<file path="src/rtl/proc_pkg.sv">
// Shared processor constants and the multiply-pipe stage record.
// Used by mul_pipe and mul_acc_stage; see mul_pipe.sv for the MUL_EARLY_FWD_EN build option.
package proc_pkg;
  localparam int ARCH_BITS    = 32;
  localparam int REG_IDX_BITS = 5;
  localparam int MUL_STAGES   = 5;
  localparam int SLICE_BITS   = ARCH_BITS / 4;

  typedef struct packed {
    logic                    valid;
    logic [REG_IDX_BITS-1:0] dst;
    logic [ARCH_BITS-1:0]    a;
    logic [ARCH_BITS-1:0]    b;
    logic [ARCH_BITS-1:0]    acc;
  } mul_stage_t;
endpackage

</file>
<file path="src/rtl/mul_acc_stage.sv">
// One accumulate stage of the multiply pipe: adds a * (slice SLICE_IDX of b), shifted into place.
// With MUL_EARLY_FWD_EN defined the accumulator already holds the full product and is passed through.
module mul_acc_stage
  import proc_pkg::*;
#(
  parameter int SLICE_IDX = 1
) (
  input  logic       clk,
  input  logic       rst,
  input  logic       i_flush,
  input  logic       i_advance,
  input  mul_stage_t i_prev,
  output mul_stage_t o_stage
);

  mul_stage_t           r_stage;
  logic [ARCH_BITS-1:0] w_acc_next;

`ifdef MUL_EARLY_FWD_EN
  assign w_acc_next = i_prev.acc;
`else
  logic [SLICE_BITS-1:0] w_slice;
  logic [ARCH_BITS-1:0]  w_part;

  assign w_slice    = i_prev.b[SLICE_IDX*SLICE_BITS-1 -: SLICE_BITS];
  // Product is truncated to ARCH_BITS before and after the shift; only the low word survives anyway.
  assign w_part     = (i_prev.a * {{(ARCH_BITS-SLICE_BITS){1'b0}}, w_slice}) << ((SLICE_IDX-1)*SLICE_BITS);
  assign w_acc_next = i_prev.acc + w_part;
`endif

  always_ff @(posedge clk) begin
    if (rst) begin
      r_stage <= '0;
    end else if (i_flush) begin
      r_stage.valid <= 1'b0;
    end else if (i_advance) begin
      r_stage.valid <= i_prev.valid;
      r_stage.dst   <= i_prev.dst;
      r_stage.a     <= i_prev.a;
      r_stage.b     <= i_prev.b;
      r_stage.acc   <= w_acc_next;
    end
  end

  assign o_stage = r_stage;

endmodule

</file>
<file path="src/rtl/mul_pipe.sv">
// 5-stage unsigned multiply pipeline publishing per-stage hazard/bypass state and retiring to writeback.
// Option macro MUL_EARLY_FWD_EN: full product computed into MUL0 and every live stage is bypassable.
module mul_pipe
  import proc_pkg::*;
(
  input  logic                               clk,
  input  logic                               rst,
  input  logic                               in_valid,
  output logic                               in_ready,
  input  logic [ARCH_BITS-1:0]               in_a,
  input  logic [ARCH_BITS-1:0]               in_b,
  input  logic [REG_IDX_BITS-1:0]            in_dst,
  input  logic                               flush,
  output logic [MUL_STAGES-1:0]              st_valid,
  output logic [MUL_STAGES*REG_IDX_BITS-1:0] st_dst,
  output logic [MUL_STAGES-1:0]              st_we,
  output logic [MUL_STAGES*ARCH_BITS-1:0]    st_data,
  output logic                               wb_valid,
  input  logic                               wb_ready,
  output logic [REG_IDX_BITS-1:0]            wb_dst,
  output logic [ARCH_BITS-1:0]               wb_data
);

  mul_stage_t           r_mul0;
  mul_stage_t           w_stage [MUL_STAGES];
  logic                 w_advance;
  logic [ARCH_BITS-1:0] w_mul0_acc;

  // Whole pipe freezes (bubbles included) while the finished op waits for writeback.
  assign w_advance = ~(w_stage[MUL_STAGES-1].valid & ~wb_ready);
  assign in_ready  = w_advance;

`ifdef MUL_EARLY_FWD_EN
  assign w_mul0_acc = in_a * in_b;
`else
  assign w_mul0_acc = '0;
`endif

  always_ff @(posedge clk) begin
    if (rst) begin
      r_mul0 <= '0;
    end else if (flush) begin
      r_mul0.valid <= 1'b0;
    end else if (w_advance) begin
      r_mul0.valid <= in_valid;
      r_mul0.dst   <= in_dst;
      r_mul0.a     <= in_a;
      r_mul0.b     <= in_b;
      r_mul0.acc   <= w_mul0_acc;
    end
  end

  assign w_stage[0] = r_mul0;

  generate
    for (genvar gi = 1; gi < MUL_STAGES; gi++) begin : g_acc
      mul_acc_stage #(.SLICE_IDX(gi)) u_stage (
        .clk       (clk),
        .rst       (rst),
        .i_flush   (flush),
        .i_advance (w_advance),
        .i_prev    (w_stage[gi-1]),
        .o_stage   (w_stage[gi])
      );
    end

    for (genvar gi = 0; gi < MUL_STAGES; gi++) begin : g_pub
      assign st_valid[gi]                             = w_stage[gi].valid;
      assign st_dst[gi*REG_IDX_BITS +: REG_IDX_BITS]  = w_stage[gi].dst;
      assign st_data[gi*ARCH_BITS +: ARCH_BITS]       = w_stage[gi].acc;
`ifdef MUL_EARLY_FWD_EN
      assign st_we[gi] = w_stage[gi].valid;
`else
      if (gi == MUL_STAGES-1) begin : g_we_last
        assign st_we[gi] = w_stage[gi].valid;
      end else begin : g_we_mid
        assign st_we[gi] = 1'b0;
      end
`endif
    end
  endgenerate

  assign wb_valid = w_stage[MUL_STAGES-1].valid;
  assign wb_dst   = w_stage[MUL_STAGES-1].dst;
  assign wb_data  = w_stage[MUL_STAGES-1].acc;

endmodule

</file>
<file path="config.mk">
export PLATFORM = sky130hd
export DESIGN_NAME = mul_pipe
export DESIGN_NICKNAME = d
export VERILOG_FILES = /design/src/rtl/proc_pkg.sv /design/src/rtl/mul_acc_stage.sv /design/src/rtl/mul_pipe.sv
export SDC_FILE = /design/constraint.sdc
export NUM_CORES = 2
export LEC_CHECK = 0
export ABC_AREA = 1
export CAP_MARGIN = 15
export CORE_MARGIN = 10
export CORE_UTILIZATION = 50
export DETAILED_ROUTE_END_ITERATION = 16
export GPL_TIMING_DRIVEN = 0
export PLACE_DENSITY = 0.71
export RECOVER_POWER = 100
export SYNTH_ARGS = -nofsm -noshare
export SYNTH_HDL_FRONTEND = slang
export SYNTH_SLANG_ARGS = --single-unit
</file>
<file path="constraint.sdc">
create_clock -name clk -period 7.8 [get_ports clk]
set_clock_uncertainty 0.15 [all_clocks]
set_input_delay 0.78 -clock clk [delete_from_list [all_inputs] [get_ports clk]]
set_output_delay 0.78 -clock clk [all_outputs]
set_load 0.02 [all_outputs]
</file>
==> report_table.html <==
<table>
<tr><th>Metric</th><th>Value</th></tr>
<tr><th colspan="2">Place</th></tr>
<tr><td>Post-DP HPWL</td><td>84400 um</td></tr>
<tr><td>Buffers added on ports</td><td>271</td></tr>
<tr><td>Placer Congestion</td><td>0.992</td></tr>
<tr><th colspan="2">Floorplan</th></tr>
<tr><td>Number of rows in the core area</td><td>91</td></tr>
<tr><td>Number of top-level design ports</td><td>about 310</td></tr>
<tr><td>Initial standard-cell utilization of the core</td><td>between 50 and 60%</td></tr>
<tr><td>Area of the die</td><td>0.0726 mm^2</td></tr>
<tr><td>Die Wd</td><td>between 200 and 300 um</td></tr>
<tr><td>Placeable Area</td><td>just over 0.06 mm^2</td></tr>
<tr><td>Vert. Die Dim</td><td>approximately 270 um</td></tr>
<tr><th colspan="2">Synthesis</th></tr>
<tr><td>Count of different cell masters after synthesis</td><td>between 50 and 60</td></tr>
<tr><td>Mapped Area</td><td>~0.031 mm^2</td></tr>
<tr><td>Mean area per synthesized cell</td><td>7.08 um^2</td></tr>
<tr><td>Dominant register cell in the synthesized netlist</td><td>sky130_fd_sc_hd__dfxtp_1</td></tr>
<tr><td>Fraction of registers with async set/reset</td><td>0%</td></tr>
<tr><td>Number of flops mapped to enable cells by yosys</td><td>0</td></tr>
<tr><td>Area share of the leading cell type in the synthesized netlist</td><td>21.8%</td></tr>
<tr><td>Area contributors post-synth</td><td>sky130_fd_sc_hd__fa_1, sky130_fd_sc_hd__dfxtp_1, sky130_fd_sc_hd__nand2_1, sky130_fd_sc_hd__inv_1, sky130_fd_sc_hd__nor2_1</td></tr>
<tr><td>Number of instances in the synthesized netlist</td><td>4392</td></tr>
<tr><td>Library cell with the highest instance count after synthesis</td><td>sky130_fd_sc_hd__nand2_1</td></tr>
<tr><td>FF+latch count, synth</td><td>318</td></tr>
<tr><td>Number of warnings printed during yosys synthesis</td><td>0</td></tr>
<tr><td>Portion of the post-synthesis area used by sequential elements</td><td>20.5%</td></tr>
<tr><td>Cell accounting for the most synthesized area</td><td>sky130_fd_sc_hd__fa_1</td></tr>
<tr><td>Commonest cells post-synth</td><td>sky130_fd_sc_hd__nand2_1, sky130_fd_sc_hd__inv_1, sky130_fd_sc_hd__nor2_1</td></tr>
<tr><th colspan="2">Timing</th></tr>
<tr><td>Final-layout setup total negative slack</td><td>0 ns</td></tr>
<tr><td>Final critical-path required period</td><td>7.02 ns</td></tr>
<tr><td>Share of the clock period used by the worst path after layout</td><td>90.0%</td></tr>
<tr><td>Slew HR</td><td>roughly an eighth</td></tr>
<tr><td># setup viols final</td><td>0</td></tr>
<tr><td>Worst Max-Slew Pin Slew</td><td>1.32 ns</td></tr>
<tr><td>Number of max-slew violations in the final report</td><td>0</td></tr>
<tr><td>Hold Fails Final Rpt</td><td>0</td></tr>
<tr><td>Top achievable clock speed</td><td>142 MHz</td></tr>
<tr><td>Unrepaired setup endpoints after global routing</td><td>no</td></tr>
<tr><th colspan="2">Clock network</th></tr>
<tr><td>Clock input transition at the sequential cells of the worst setup and hold paths</td><td>0.07 ns</td></tr>
<tr><td>Number of buffers on the longest clock path</td><td>3</td></tr>
<tr><td>Number of buffers inserted by post-CTS setup repair</td><td>0</td></tr>
<tr><td>CTS Buf Count</td><td>39</td></tr>
<tr><td>Number of levels in the clock H-tree</td><td>2</td></tr>
<tr><td>CTS sink cnt</td><td>318</td></tr>
<tr><td>TritonCTS clock tree</td><td>done</td></tr>
<tr><td>Count of hold buffers inserted by post-cts repair</td><td>0</td></tr>
<tr><td>Number of gates given a new drive strength after cts</td><td>0</td></tr>
<tr><td>Root buffer cell</td><td>sky130_fd_sc_hd__clkbuf_16</td></tr>
<tr><td>Clock network latency to the later pin of the worst-skew pair</td><td>about 0.58 ns</td></tr>
<tr><th colspan="2">Critical path</th></tr>
<tr><td>Largest driver fanout on the critical path</td><td>10</td></tr>
<tr><td>Cell repeated most along the worst path</td><td>sky130_fd_sc_hd__inv_1</td></tr>
<tr><td>WP buf/inv</td><td>7</td></tr>
<tr><td>Critical Path Sink Type</td><td>flop</td></tr>
<tr><td>Maximum cell stage delay along the critical path</td><td>about 0.52 ns</td></tr>
<tr><td>WP data required</td><td>8.16 ns</td></tr>
<tr><td>Startpoint types</td><td>flop</td></tr>
<tr><td>Worst Path Class, Setup</td><td>flop to flop</td></tr>
<tr><td>Signal arrival time at the worst endpoint</td><td>~7.4 ns</td></tr>
<tr><td>Slowest stage cell, crit path</td><td>sky130_fd_sc_hd__fa_1</td></tr>
<tr><td>Crit path max-delay family</td><td>adder cells</td></tr>
<tr><th colspan="2">Min path</th></tr>
<tr><td>Worst hold-check path type</td><td>flop to flop</td></tr>
<tr><th colspan="2">Global route</th></tr>
<tr><td>Vias in the first global route</td><td>27900</td></tr>
<tr><td>Wire length of the first global-routing pass</td><td>160000 um</td></tr>
<tr><td>Maximum number of pins on one net before global-route repair</td><td>14</td></tr>
<tr><td>Initial antenna violation count</td><td>4</td></tr>
<tr><td>Tot GR Track Use</td><td>27.9%</td></tr>
<tr><td>Grt total ovfl</td><td>0</td></tr>
<tr><th colspan="2">Cells and area</th></tr>
<tr><td>Diode count</td><td>0</td></tr>
<tr><td>Synthesis-to-layout area growth</td><td>16.4%</td></tr>
<tr><td>Area of the multi-input gates</td><td>0.0194 mm^2</td></tr>
<tr><td># fillers</td><td>5879</td></tr>
<tr><td>Nets</td><td>between 5000 and 6000</td></tr>
<tr><td>Fraction of layout instances using a drive strength above 1</td><td>6.81%</td></tr>
<tr><td>Layout Utilization</td><td>between 50 and 60%</td></tr>
<tr><td>Register area</td><td>0.00637 mm^2</td></tr>
<tr><th colspan="2">Routing</th></tr>
<tr><td>First-pass detailed-route iteration total</td><td>6</td></tr>
<tr><td>Drt total wl</td><td>104000 um</td></tr>
<tr><td>Vias per Instance</td><td>between 5 and 6</td></tr>
<tr><td>Number of vias after detailed routing</td><td>around 29000</td></tr>
<tr><td>ANT nets after route</td><td>0</td></tr>
<tr><td>DRC violation count after routing</td><td>0</td></tr>
<tr><td>DR WL/cell</td><td>between 15 and 20 um</td></tr>
<tr><td>Violation count after the first detailed-routing iteration</td><td>around 2400</td></tr>
<tr><th colspan="2">Status</th></tr>
<tr><td>Outcome</td><td>complete, no violations</td></tr>
<tr><th colspan="2">Power</th></tr>
<tr><td>VDD IR-drop max</td><td>0.144 mV</td></tr>
<tr><td>Pwr dens</td><td>162 mW/mm^2</td></tr>
<tr><td>Leakage</td><td>19.6 nW</td></tr>
<tr><th colspan="2">Job</th></tr>
<tr><td>MaxCap Viol Count</td><td>0</td></tr>
</table>
-- sequential cells by signal, indices dropped and copies added, names as in the netlist --
signal,cells
g_acc.u_stage.o_stage,248
r_mul0,64
st_dst,5
st_valid,1
-- stage by stage --
stage	std cells	instance area, um^2	setup slack [ns]	total power, mW	hold WS [ns]
detailed placement	5535	35000	0.999	4.01	0.306
finish	5606	36200	0.781	5.85	0.313
floorplan	4427	31200	2.13	3.23	0.287
global placement	5535	35000	1.04	3.98	0.305
global route	5606	36200	0.319	6.15	0.346
CTS	5605	36300	0.948	5.90	0.315
-- layer usage --
| layer | GRT usage (%) | vias to the layer above | share of wire, % |
|---|---|---|---|
| met4 | 8.62 | 2 | 3.5 |
| met2 | 47.3 | 1095 | 47 |
| met5 | 0 | - | 0.019 |
| met1 | 36.0 | 13700 | 42 |
| li1 | - | 13700 | - |
| met3 | 4.36 | 177 | 7.6 |
-- layout by cell type, fill, tap and decap left out, types with 71 or more instances in the layout --
cell | Yosys | layout
sky130_fd_sc_hd__a21oi_1 | 136 | 141
sky130_fd_sc_hd__buf_4 | 206 | 205
sky130_fd_sc_hd__o21ai_0 | 336 | 348
sky130_fd_sc_hd__fa_1 | 339 | 339
sky130_fd_sc_hd__nor2_1 | 655 | 659
sky130_fd_sc_hd__nand2_1 | 874 | 875
sky130_fd_sc_hd__clkbuf_1 | 152 | 187
sky130_fd_sc_hd__dfxtp_1 | 318 | 318
sky130_fd_sc_hd__clkdlybuf4s50_1 | 0 | 71
sky130_fd_sc_hd__nand3_1 | 111 | 112
sky130_fd_sc_hd__dlygate4sd3_1 | 0 | 200
sky130_fd_sc_hd__inv_1 | 808 | 808
sky130_fd_sc_hd__ha_1 | 158 | 158
-- cells by family after synthesis --
| logic type | count (synthesis) | synth area share [%] |
|---|---|---|
| xor+xnor | 83 | 2.43 |
| buf+inv | 1222 | 17.4 |
| simple gates | 1710 | 21.7 |
| fa+ha+maj | 497 | 28.2 |
| compound gates | 561 | 9.77 |
| flops | 318 | 20.5 |
| other cells | 1 | 0.0121 |
-- worst reg2reg max path, delay by kind of cell (launching register included) --
kind	cells	cell delay, ns
and+or+nand+nor	7	0.91
buffers and inverters	7	1.24
adders and majority gates	6	2.67
DFF	1	0.35
xor gates and xnor gates	1	0.32
AOI/OAI and AO/OA	7	1.34
-- power by group --
group          switching, mW  internal, mW  total [mW]
sequential             0.117          1.76        1.87
clock                  0.772          1.12        1.90
combinational           1.32         0.762        2.08
total                   2.21          3.64        5.85
-- cell type report --
class | count | area share [%]
clock buffer | 50 | 3.00
buffer | 413 | 6.48
timing repair buffer | 272 | 7.53
sequential | 318 | 17.6
inverter | 809 | 8.39
clock inverter | 20 | 0.636
tap | 837 | 2.89
multi-input combinational | 2887 | 53.5
-- worst paths after layout --
path                            cells after the start                       endpoint  slack (ns)                     startpoint
worst max-delay path                               28   g_acc[2].u_stage.o_stage[31]        0.78   g_acc[1].u_stage.o_stage[45]
worst min-delay path                                2  g_acc[3].u_stage.o_stage[101]        0.31  g_acc[3].u_stage.o_stage[101]
worst max register to register                     28   g_acc[2].u_stage.o_stage[31]        0.78   g_acc[1].u_stage.o_stage[45]
worst min register to register                      2  g_acc[3].u_stage.o_stage[101]        0.31  g_acc[3].u_stage.o_stage[101]
Power figures use the tool's default switching activity.
